`src/rtl/serial_add_pkg.sv`:
```
// Shared definitions for the bit-serial adder controller: FSM state
// encoding, default operand width and a counter-width helper.
package serial_add_pkg;

  localparam int DEFAULT_WIDTH = 8;

  typedef enum logic [1:0] {
    IDLE = 2'd0,
    RUN  = 2'd1,
    DONE = 2'd2
  } state_t;

  // Width of a counter that must reach w-1; never narrower than one bit.
  function automatic int cntWidth(input int w);
    return (w > 1) ? $clog2(w) : 1;
  endfunction

endpackage

```
`src/rtl/serial_add_ctrl_if.sv`:
```
// Handshake and operand/result bundle for serial_add_ctrl.
// sub_i exists only when SERIAL_ADD_SUB_EN is defined.
interface serial_add_ctrl_if
  import serial_add_pkg::*;
#(
  parameter int WIDTH = DEFAULT_WIDTH
);

  logic             start_i;
  logic             abort_i;
  logic [WIDTH-1:0] a_i;
  logic [WIDTH-1:0] b_i;
`ifdef SERIAL_ADD_SUB_EN
  logic             sub_i;
`endif
  logic             ready_o;
  logic             busy_o;
  logic             done_o;
  logic [WIDTH-1:0] sum_o;
  logic             cout_o;
  logic             ovf_o;

  // Requester side: issues operations and observes the result.
  modport master (
    output start_i, abort_i, a_i, b_i,
`ifdef SERIAL_ADD_SUB_EN
    output sub_i,
`endif
    input  ready_o, busy_o, done_o, sum_o, cout_o, ovf_o
  );

  // Adder side: accepts operations and presents the result.
  modport slave (
    input  start_i, abort_i, a_i, b_i,
`ifdef SERIAL_ADD_SUB_EN
    input  sub_i,
`endif
    output ready_o, busy_o, done_o, sum_o, cout_o, ovf_o
  );

endinterface

```
`src/rtl/fa_bit_slice.sv`:
```
// One-bit full adder slice used by the serial adder datapath.
// Purely combinational; the controller owns all state.
module fa_bit_slice (
  input  logic a_i,
  input  logic b_i,
  input  logic c_i,
  output logic s_o,
  output logic c_o
);

  assign s_o = a_i ^ b_i ^ c_i;
  assign c_o = (a_i & b_i) | (c_i & (a_i ^ b_i));

endmodule

```
`src/rtl/serial_add_ctrl.sv`:
```
// Bit-serial adder controller: adds (optionally subtracts) two WIDTH-bit
// operands LSB first through a single full-adder slice, one bit per clock.
// Optional feature macro: SERIAL_ADD_SUB_EN adds sub_i and A-B support.
module serial_add_ctrl
  import serial_add_pkg::*;
#(
  parameter int WIDTH = DEFAULT_WIDTH
) (
  input logic              clk_i,
  input logic              rst_n_i,
  serial_add_ctrl_if.slave bus
);

  localparam int CW = cntWidth(WIDTH);
  localparam logic [CW-1:0] LAST_BIT = CW'(WIDTH - 1);

  state_t           state_q, state_d;
  logic [WIDTH-1:0] aShift_q, aShift_d;
  logic [WIDTH-1:0] bShift_q, bShift_d;
  logic [WIDTH-1:0] sumShift_q, sumShift_d;
  logic [CW-1:0]    count_q, count_d;
  logic             carry_q, carry_d;
  logic             cout_q, cout_d;
  logic             ovf_q, ovf_d;

  logic             sliceB;
  logic             sliceSum;
  logic             sliceCarry;
  logic             startOk;
  logic             carryInit;

`ifdef SERIAL_ADD_SUB_EN
  logic             subMode_q, subMode_d;

  // Subtraction feeds the inverted B bit and seeds the carry with 1.
  assign sliceB    = bShift_q[0] ^ subMode_q;
  assign carryInit = bus.sub_i;
`else
  assign sliceB    = bShift_q[0];
  assign carryInit = 1'b0;
`endif

  // Abort wins over start whenever both arrive together.
  assign startOk = bus.start_i & ~bus.abort_i;

  fa_bit_slice u_slice (
    .a_i (aShift_q[0]),
    .b_i (sliceB),
    .c_i (carry_q),
    .s_o (sliceSum),
    .c_o (sliceCarry)
  );

  // State and datapath registers; reset clears everything immediately.
  always_ff @(posedge clk_i or negedge rst_n_i) begin
    if (!rst_n_i) begin
      state_q    <= IDLE;
      aShift_q   <= '0;
      bShift_q   <= '0;
      sumShift_q <= '0;
      count_q    <= '0;
      carry_q    <= 1'b0;
      cout_q     <= 1'b0;
      ovf_q      <= 1'b0;
`ifdef SERIAL_ADD_SUB_EN
      subMode_q  <= 1'b0;
`endif
    end else begin
      state_q    <= state_d;
      aShift_q   <= aShift_d;
      bShift_q   <= bShift_d;
      sumShift_q <= sumShift_d;
      count_q    <= count_d;
      carry_q    <= carry_d;
      cout_q     <= cout_d;
      ovf_q      <= ovf_d;
`ifdef SERIAL_ADD_SUB_EN
      subMode_q  <= subMode_d;
`endif
    end
  end

  // Next-state logic: load on start, shift one bit per RUN cycle, flush on abort.
  always_comb begin
    state_d    = state_q;
    aShift_d   = aShift_q;
    bShift_d   = bShift_q;
    sumShift_d = sumShift_q;
    count_d    = count_q;
    carry_d    = carry_q;
    cout_d     = cout_q;
    ovf_d      = ovf_q;
`ifdef SERIAL_ADD_SUB_EN
    subMode_d  = subMode_q;
`endif

    case (state_q)
      IDLE, DONE: begin
        if (startOk) begin
          state_d    = RUN;
          aShift_d   = bus.a_i;
          bShift_d   = bus.b_i;
          sumShift_d = '0;
          count_d    = '0;
          carry_d    = carryInit;
          cout_d     = 1'b0;
          ovf_d      = 1'b0;
`ifdef SERIAL_ADD_SUB_EN
          subMode_d  = bus.sub_i;
`endif
        end else if (state_q == DONE) begin
          state_d = IDLE;
        end
      end

      RUN: begin
        if (bus.abort_i) begin
          state_d    = IDLE;
          aShift_d   = '0;
          bShift_d   = '0;
          sumShift_d = '0;
          count_d    = '0;
          carry_d    = 1'b0;
          cout_d     = 1'b0;
          ovf_d      = 1'b0;
        end else begin
          sumShift_d = {sliceSum, sumShift_q[WIDTH-1:1]};
          aShift_d   = aShift_q >> 1;
          bShift_d   = bShift_q >> 1;
          carry_d    = sliceCarry;
          if (count_q == LAST_BIT) begin
            state_d = DONE;
            cout_d  = sliceCarry;
            ovf_d   = sliceCarry ^ carry_q;
          end else begin
            count_d = count_q + CW'(1);
          end
        end
      end

      default: state_d = IDLE;
    endcase
  end

  assign bus.ready_o = (state_q == IDLE) || (state_q == DONE);
  assign bus.busy_o  = (state_q == RUN);
  assign bus.done_o  = (state_q == DONE);
  assign bus.sum_o   = sumShift_q;
  assign bus.cout_o  = cout_q;
  assign bus.ovf_o   = ovf_q;

endmodule

```
`src/flat_wrapper.sv`:
```
// flat-port wrapper written by rule: the top's interface ports become plain ports
module serial_add_ctrl_flat import serial_add_pkg::*;
#(
  parameter int WIDTH = DEFAULT_WIDTH
)
  (clk_i, rst_n_i, bus_start_i, bus_abort_i, bus_a_i, bus_b_i, bus_ready_o, bus_busy_o, bus_done_o, bus_sum_o, bus_cout_o, bus_ovf_o);
  serial_add_ctrl_if #(.WIDTH(WIDTH)) bus_i ();
  input logic clk_i;
  input logic rst_n_i;
  input wire logic [$bits(bus_i.start_i)-1:0] bus_start_i;
  input wire logic [$bits(bus_i.abort_i)-1:0] bus_abort_i;
  input wire logic [$bits(bus_i.a_i)-1:0] bus_a_i;
  input wire logic [$bits(bus_i.b_i)-1:0] bus_b_i;
  output wire logic [$bits(bus_i.ready_o)-1:0] bus_ready_o;
  output wire logic [$bits(bus_i.busy_o)-1:0] bus_busy_o;
  output wire logic [$bits(bus_i.done_o)-1:0] bus_done_o;
  output wire logic [$bits(bus_i.sum_o)-1:0] bus_sum_o;
  output wire logic [$bits(bus_i.cout_o)-1:0] bus_cout_o;
  output wire logic [$bits(bus_i.ovf_o)-1:0] bus_ovf_o;
  assign bus_i.start_i = bus_start_i;
  assign bus_i.abort_i = bus_abort_i;
  assign bus_i.a_i = bus_a_i;
  assign bus_i.b_i = bus_b_i;
  assign bus_ready_o = bus_i.ready_o;
  assign bus_busy_o = bus_i.busy_o;
  assign bus_done_o = bus_i.done_o;
  assign bus_sum_o = bus_i.sum_o;
  assign bus_cout_o = bus_i.cout_o;
  assign bus_ovf_o = bus_i.ovf_o;
  serial_add_ctrl #(.WIDTH(WIDTH)) u_core (.clk_i(clk_i), .rst_n_i(rst_n_i), .bus(bus_i));
endmodule
```
`config.mk`:
```
export PLATFORM = sky130hd
export DESIGN_NAME = serial_add_ctrl_flat
export DESIGN_NICKNAME = d
export VERILOG_FILES = /design/src/rtl/serial_add_pkg.sv /design/src/rtl/serial_add_ctrl_if.sv /design/src/rtl/fa_bit_slice.sv /design/src/rtl/serial_add_ctrl.sv /design/src/flat_wrapper.sv
export SDC_FILE = /design/constraint.sdc
export NUM_CORES = 1
export LEC_CHECK = 0
export ABC_AREA = 1
export CAP_MARGIN = 20
export CORE_ASPECT_RATIO = 0.75
export CORE_UTILIZATION = 45
export DETAILED_ROUTE_END_ITERATION = 16
export PLACE_DENSITY = 0.73
export SYNTH_ARGS = -nofsm -noshare
export SYNTH_HDL_FRONTEND = slang
export SYNTH_SLANG_ARGS = --single-unit
```
`constraint.sdc`:
```
create_clock -name clk_i -period 1.65 [get_ports clk_i]
set_input_delay 0.2475 -clock clk_i [delete_from_list [all_inputs] [get_ports clk_i]]
set_output_delay 0.2475 -clock clk_i [all_outputs]
set_load 0.05 [all_outputs]
```
# [After elaboration in Yosys (flattened, before gate mapping)]
# Cells that the tools add are included.
[word_totals] ff_bits=32 latchBits=0 ram_bits=0 rom_bits=0 input_bits=20 output_inout_bits=13 wordCells=59 mem_count=0
[classes] n_addsub=1 n_mul=0 div_mod_pow=0 magnitude_cmp=0 eq_ne=7 n_shift=0 muxes=27 bitwise=8 n_reduce_logical=8
[ops] operator="$pmux W8 S2" n=3
[ops] operator="$mux W8" n=4
[ops] operator="$mux W7" n=2
[ops] operator="$mux W3" n=3
[ops] operator="$mux W2" n=4
[ops] operator="$mux W1" n=6
[ops] operator="$ne A3 B2 Y1 const B" n=2
[ops] operator="$pmux W1 S2" n=3
[ops] operator="$pmux W3 S2" n=1
[ops] operator="$reduce_and A3 Y1" n=2
[ops] operator="$pmux W2 S2" n=1
[ops] operator="$reduce_and A2 Y1" n=2
[ops] operator="$add A3 B1 Y3 const B" n=1
[ops] operator="$and A1 B1 Y1" n=3
[ops] operator="$eq A3 B3 Y1 const B" n=1
[ops] operator="$ne A3 B3 Y1 const B" n=1
[ops] operator="$xor A1 B1 Y1" n=3
[ops] operator="$eq A2 B1 Y1 const B" n=1
[ops] operator="$eq A2 B2 Y1 const B" n=1
[ops] operator="$logic_not A2 Y1" n=1
[ops] operator="$ne A2 B1 Y1 const B" n=1
[ops] operator="$reduce_bool A2 Y1" n=1
[ops] operator="$reduce_or A2 Y1" n=1
[ops] operator="$logic_or A1 B1 Y1" n=1
[ops] operator="2 further kinds" n=2

# [Longest topological paths before layout]
[depth] word_depth=7 depth_mapped=8 depth_no_buf=8

# [Hierarchy]
# Synthesis repeated with hierarchy kept, for this count alone.
[unflattened] cells_unflattened=189 area_unflattened_um2=1554.0
[modules_own_cells] mod="serial_add_ctrl" n_inst=1 cells_per_inst=188 area_per_inst_um2=1534.0 seq_area_each_um2=800.8
[modules_own_cells] mod="fa_bit_slice" n_inst=1 cells_per_inst=1 area_per_inst_um2=20.0 seq_area_each_um2=0.0

# [Worst setup path after synthesis]
# No wires, ideal clock.
[synth_timing] path_kind="reg-to-reg" startpoint="reg u_core.state_q[0]" endpoint="reg u_core.cout_q, in the netlist u_core.bus.cout_o" setup_time_ps=68 arrival_time_ps=1299 required_time_ps=1582 slack_ps=284 path_stages_with_launch=7 path_buffers=0 synth_period_minus_slack_ps=1366 path_cell_list="dfrtp_1 > inv_2 > nor2_4 > nand2_1 > nand2_1 > nand2_1 > nand2_1"
[synth_via] elab_cells_between_ends=9 classes_between="eq/ne (4); mux (1); reduce/logical (4)"
[synth_rtl] item="from (decl)" line_no="serial_add_ctrl.sv:17" rtl="state_t state_q, state_d;"
[synth_rtl] item="from (signal assigned)" line_no="serial_add_ctrl.sv:69" rtl="state_q <= state_d;"
[synth_rtl] item="$eq A2 B1 Y1 (*)"
[synth_rtl] item="net bus_busy_o" line_no="flat_wrapper.sv:15" rtl="output wire logic [$bits(bus_i.busy_o)-1:0] bus_busy_o;"
[synth_rtl] item="$ne A3 B2 Y1 (no source line) or $reduce_bool A2 Y1 (tied branches)"
[synth_rtl] item="$reduce_and A3 Y1 (no source line)"
[synth_rtl] item="to (signal assigned)" line_no="serial_add_ctrl.sv:75" rtl="cout_q <= cout_d;"
[synth_rtl] item="to (decl)" line_no="serial_add_ctrl.sv:23" rtl="logic cout_q, cout_d;"
# The timed path passes the listed nets; every way through them passes the cells marked *.
# A chain may end at the register's enable or synchronous reset.

# [Worst setup path after layout]
[layout_timing] startpoint="reg u_core.state_q[0]" endpoint="out bus_busy_o"
[layout_via] elab_chain_cells=1
[layout_rtl] item="$eq A2 B1 Y1" line_no="serial_add_ctrl.sv:146" rtl="assign bus.busy_o = (state_q == RUN);"
[layout_rtl] item="to (decl)" line_no="flat_wrapper.sv:15"
# Every way passes these cells.

==> flow_metrics.py <==
metrics = {
    "grt": {
        "grt_pass1_vias": 1174,
        "antenna_found_initial": 0,
        "grt_start_max_net_pins": 33,
        "grt_first_pass_wirelength_um": 5130,
        "grt_remaining_overflow": 0,
        "track_usage_pct": 18.2,
    },
    "pwr": {
        "power_frac_comb_pct": 23.5,
        "p_clk_share_pct": 29.6,
        "vdd_drop_max_uv": 529,
        "p_leak_nw": 1.04,
        "netSwitchingFraction_pct": 31.0,
        "p_seq_share_pct": 46.9,
        "p_sw_mw": 0.643,
        "powerDensity_mw_per_mm2": 1030,
        "p_int_mw": 1.43,
    },
    "detailed_routing": {
        "drt-wirelength-per-cell_um": 11.3,
        "ant_nets": 0,
        "vias": 1245,
        "drtPass1Iterations": 6,
        "drtIter0Drc": 78,
        "wirelength_um": 2980,
        "routed_via_density": 4.72,
        "drcViolationCount": 0,
    },
    "place": {
        "place_congestion": 0.701,
        "port_buffers": 32,
        "hpwl_um": 2040,
    },
    "timing": {
        "fin_crit_sh_pct": 89.0,
        "rsz0062_at_grt": "no",
        "finalMaxSlewViolations": 0,
        "slew_headroom_pct": 73.1,
        "worst_pin_slew_ps": 404,
        "max_freq_mhz": 681,
        "fin_worst_skew_ps": 2.09,
        "final_hold_viol_count": 0,
        "final.setup.tns_ps": 0,
        "finalSetupViolCount": 0,
        "min_period_ps": 1470,
    },
    "final_layout": {
        "final_common_cell": "nand2_1",
        "syn2layout_area_growth_pct": 25.6,
        "diodes": 0,
        "utilization_pct": 60.2,
        "fin_nets": 246,
        "final_cell_mix": "nand2_1, dfrtp_1, clkdlybuf4s50_1",
        "drive_gt1_share_pct": 17.9,
    },
    "run": {
        "cap_violations": 0,
    },
    "clock_tree": {
        "post_cts.repair.setup_buffers": 0,
        "htreeDepth": 2,
        "cts_tree": "done",
        "cts_max_path_buffers": 2,
        "cts_root_buf": "clkbuf_8",
        "cts_buffers": 5,
        "clk_pin_slew_ps": 60,
        "cts_resized": 0,
        "clkLatencyLatePin_ps": 280,
        "cts_hold_buf": 0,
        "clkSinkCount": 32,
    },
    "critical_path": {
        "cp-end-kind": "output port",
        "crit_type": "flop to output port",
        "worstPathRequired_ps": 1400,
        "critPathMaxFanout": 8,
        "cp.arrival_ps": 1220,
        "startpoint_type": "flop",
    },
    "floorplan": {
        "design.die.area_mm2": 0.00382,
        "rows": 18,
        "die_w_um": 71.0,
        "start_util_pct": 47.9,
        "core_area_mm2": 0.00336,
        "pin_count": 33,
        "die_h_um": 53.8,
    },
    "yosys": {
        "synth.distinct_cells": 23,
        "synth_top_family_by_area": "simple AND/OR/NAND/NOR gates",
        "syn-num-nets": 212,
        "synth-simple-area-share_pct": 30.2,
        "avgSynthCellArea_um2": 8.51,
        "yosysSeqAreaShare_pct": 49.8,
        "syn-instance-count": 189,
        "ys_warn_count": 0,
        "synth_fa_ha_area_share_pct": 2.80,
        "synth_seq_cells": 32,
        "synth_xor_area_share_pct": 0.544,
        "synthesis.area_mm2": 0.00161,
        "synthMuxAreaShare_pct": 0,
        "synth_compound_area_share_pct": 7.39,
    },
    "hold_path": {
        "min-delay-path-class": "input port to asynchronous set/reset pin",
    },
    "status": {
        "status": "complete, no violations",
    },
}
## worst paths after layout
path,start,to,slack [ps],depth (start not counted)
worst max-delay path,u_core.state_q[0]$_DFFE_PN0P_,bus_busy_o,180,3
worst min-delay path,rst_n_i,u_core.bus.sum_o[1]$_DFFE_PN0P_,360,2
worst max register to register,u_core.count_q[0]$_DFFE_PN0P_,u_core.bus.ovf_o$_DFFE_PN0P_,320,7
worst min register to register,u_core.bShift_q[1]$_DFFE_PN0P_,u_core.bShift_q[1]$_DFFE_PN0P_,480,2
max in group asynchronous,rst_n_i,u_core.state_q[0]$_DFFE_PN0P_,1000,2
min in group clk_i,u_core.bShift_q[1]$_DFFE_PN0P_,u_core.bShift_q[1]$_DFFE_PN0P_,480,2
## registers in the layout, summed over array words and instances, names as in the netlist
name / cells
u_core.carry_q: 1
u_core.count_q: 3
u_core.bShift_q: 8
u_core.bus.cout_o: 1
u_core.aShift_q: 8
u_core.bus.sum_o: 8
u_core.state_q: 2
u_core.bus.ovf_o: 1
## stage by stage
| step | setup WS (ps) | total power, mW | cells | hold slack, ps | cell area, um2 |
|---|---|---|---|---|---|
| after floorplan | 284 | 1.35 | 189 | -48.1 | 1610 |
| after global placement | 199 | 1.47 | 256 | 460 | 1930 |
| after detailed placement | 162 | 1.48 | 256 | 466 | 1930 |
| after CTS | 166 | 2.10 | 264 | 362 | 2020 |
| after global routing | 113 | 2.22 | 264 | 393 | 2020 |
| final | 181 | 2.07 | 264 | 359 | 2020 |
## cell type report
class                           instances  area (um2)
Fill cell                             300        1340
Inverter                               16        67.6
Tap cell                               40        50.0
Sequential cell                        32         801
Multi-Input combinational cell        134         659
Clock buffer                            8        90.1
Timing Repair Buffer                   34         353
## layer usage
| layer | share of wire, % | GRT usage [%] | wire [um] | vias up |
|---|---|---|---|---|
| met5 | 0 | 0 | 0 | - |
| met4 | 0.67 | 7.00 | 20 | 0 |
| met3 | 5.1 | 6.18 | 151 | 2 |
| met2 | 43 | 30.1 | 1280 | 24 |
| met1 | 51 | 22.6 | 1530 | 557 |
| li1 | - | - | - | 662 |
## cells in the mapped netlist
master / instances / share of area (%)
nand2_2: 11 / 4.3
buf_6: 2 / 1.4
nand3b_1: 1 / 0.47
nand4_1: 1 / 0.39
o22ai_1: 7 / 2.7
fa_1: 1 / 1.2
clkbuf_1: 1 / 0.23
inv_8: 1 / 0.70
inv_1: 12 / 2.8
xor2_1: 1 / 0.54
nand3_4: 1 / 1.1
nor2_1: 3 / 0.70
nand2_8: 1 / 1.2
inv_2: 3 / 0.70
nor2_4: 1 / 0.70
ha_1: 2 / 1.6
nand2_4: 1 / 0.70
buf_12: 2 / 2.5
o21ai_0: 15 / 4.7
nand3_1: 2 / 0.62
buf_4: 2 / 0.93
dfrtp_1: 32 / 50
nand2_1: 86 / 20
## worst max-delay path: stages, from the launching register on
cell and delay, ps:
dfrtp_1 410, inv_2 110, nor2_4 240, buf_12 180
## logic make-up (layout without fill, tap and decap cells)
family | Yosys count | after routing
flip-flops | 32 | 32
XOR/XNOR | 1 | 1
AND/OR/NAND/NOR | 108 | 108
AO/OA/AOI/OAI | 22 | 22
adder cells (fa/ha/maj) | 3 | 3
buffers and inverters | 23 | 58
## power groups by stage
stage	combinational [mW]	sequential (mW)	clock [mW]
after global routing	0.552	0.989	0.677
after floorplan	0.333	1.01	0
after detailed placement	0.494	0.986	0
after global placement	0.487	0.985	0
after CTS	0.495	0.972	0.634
final	0.488	0.973	0.613
Note: power is estimated with default switching activity, not from simulation.
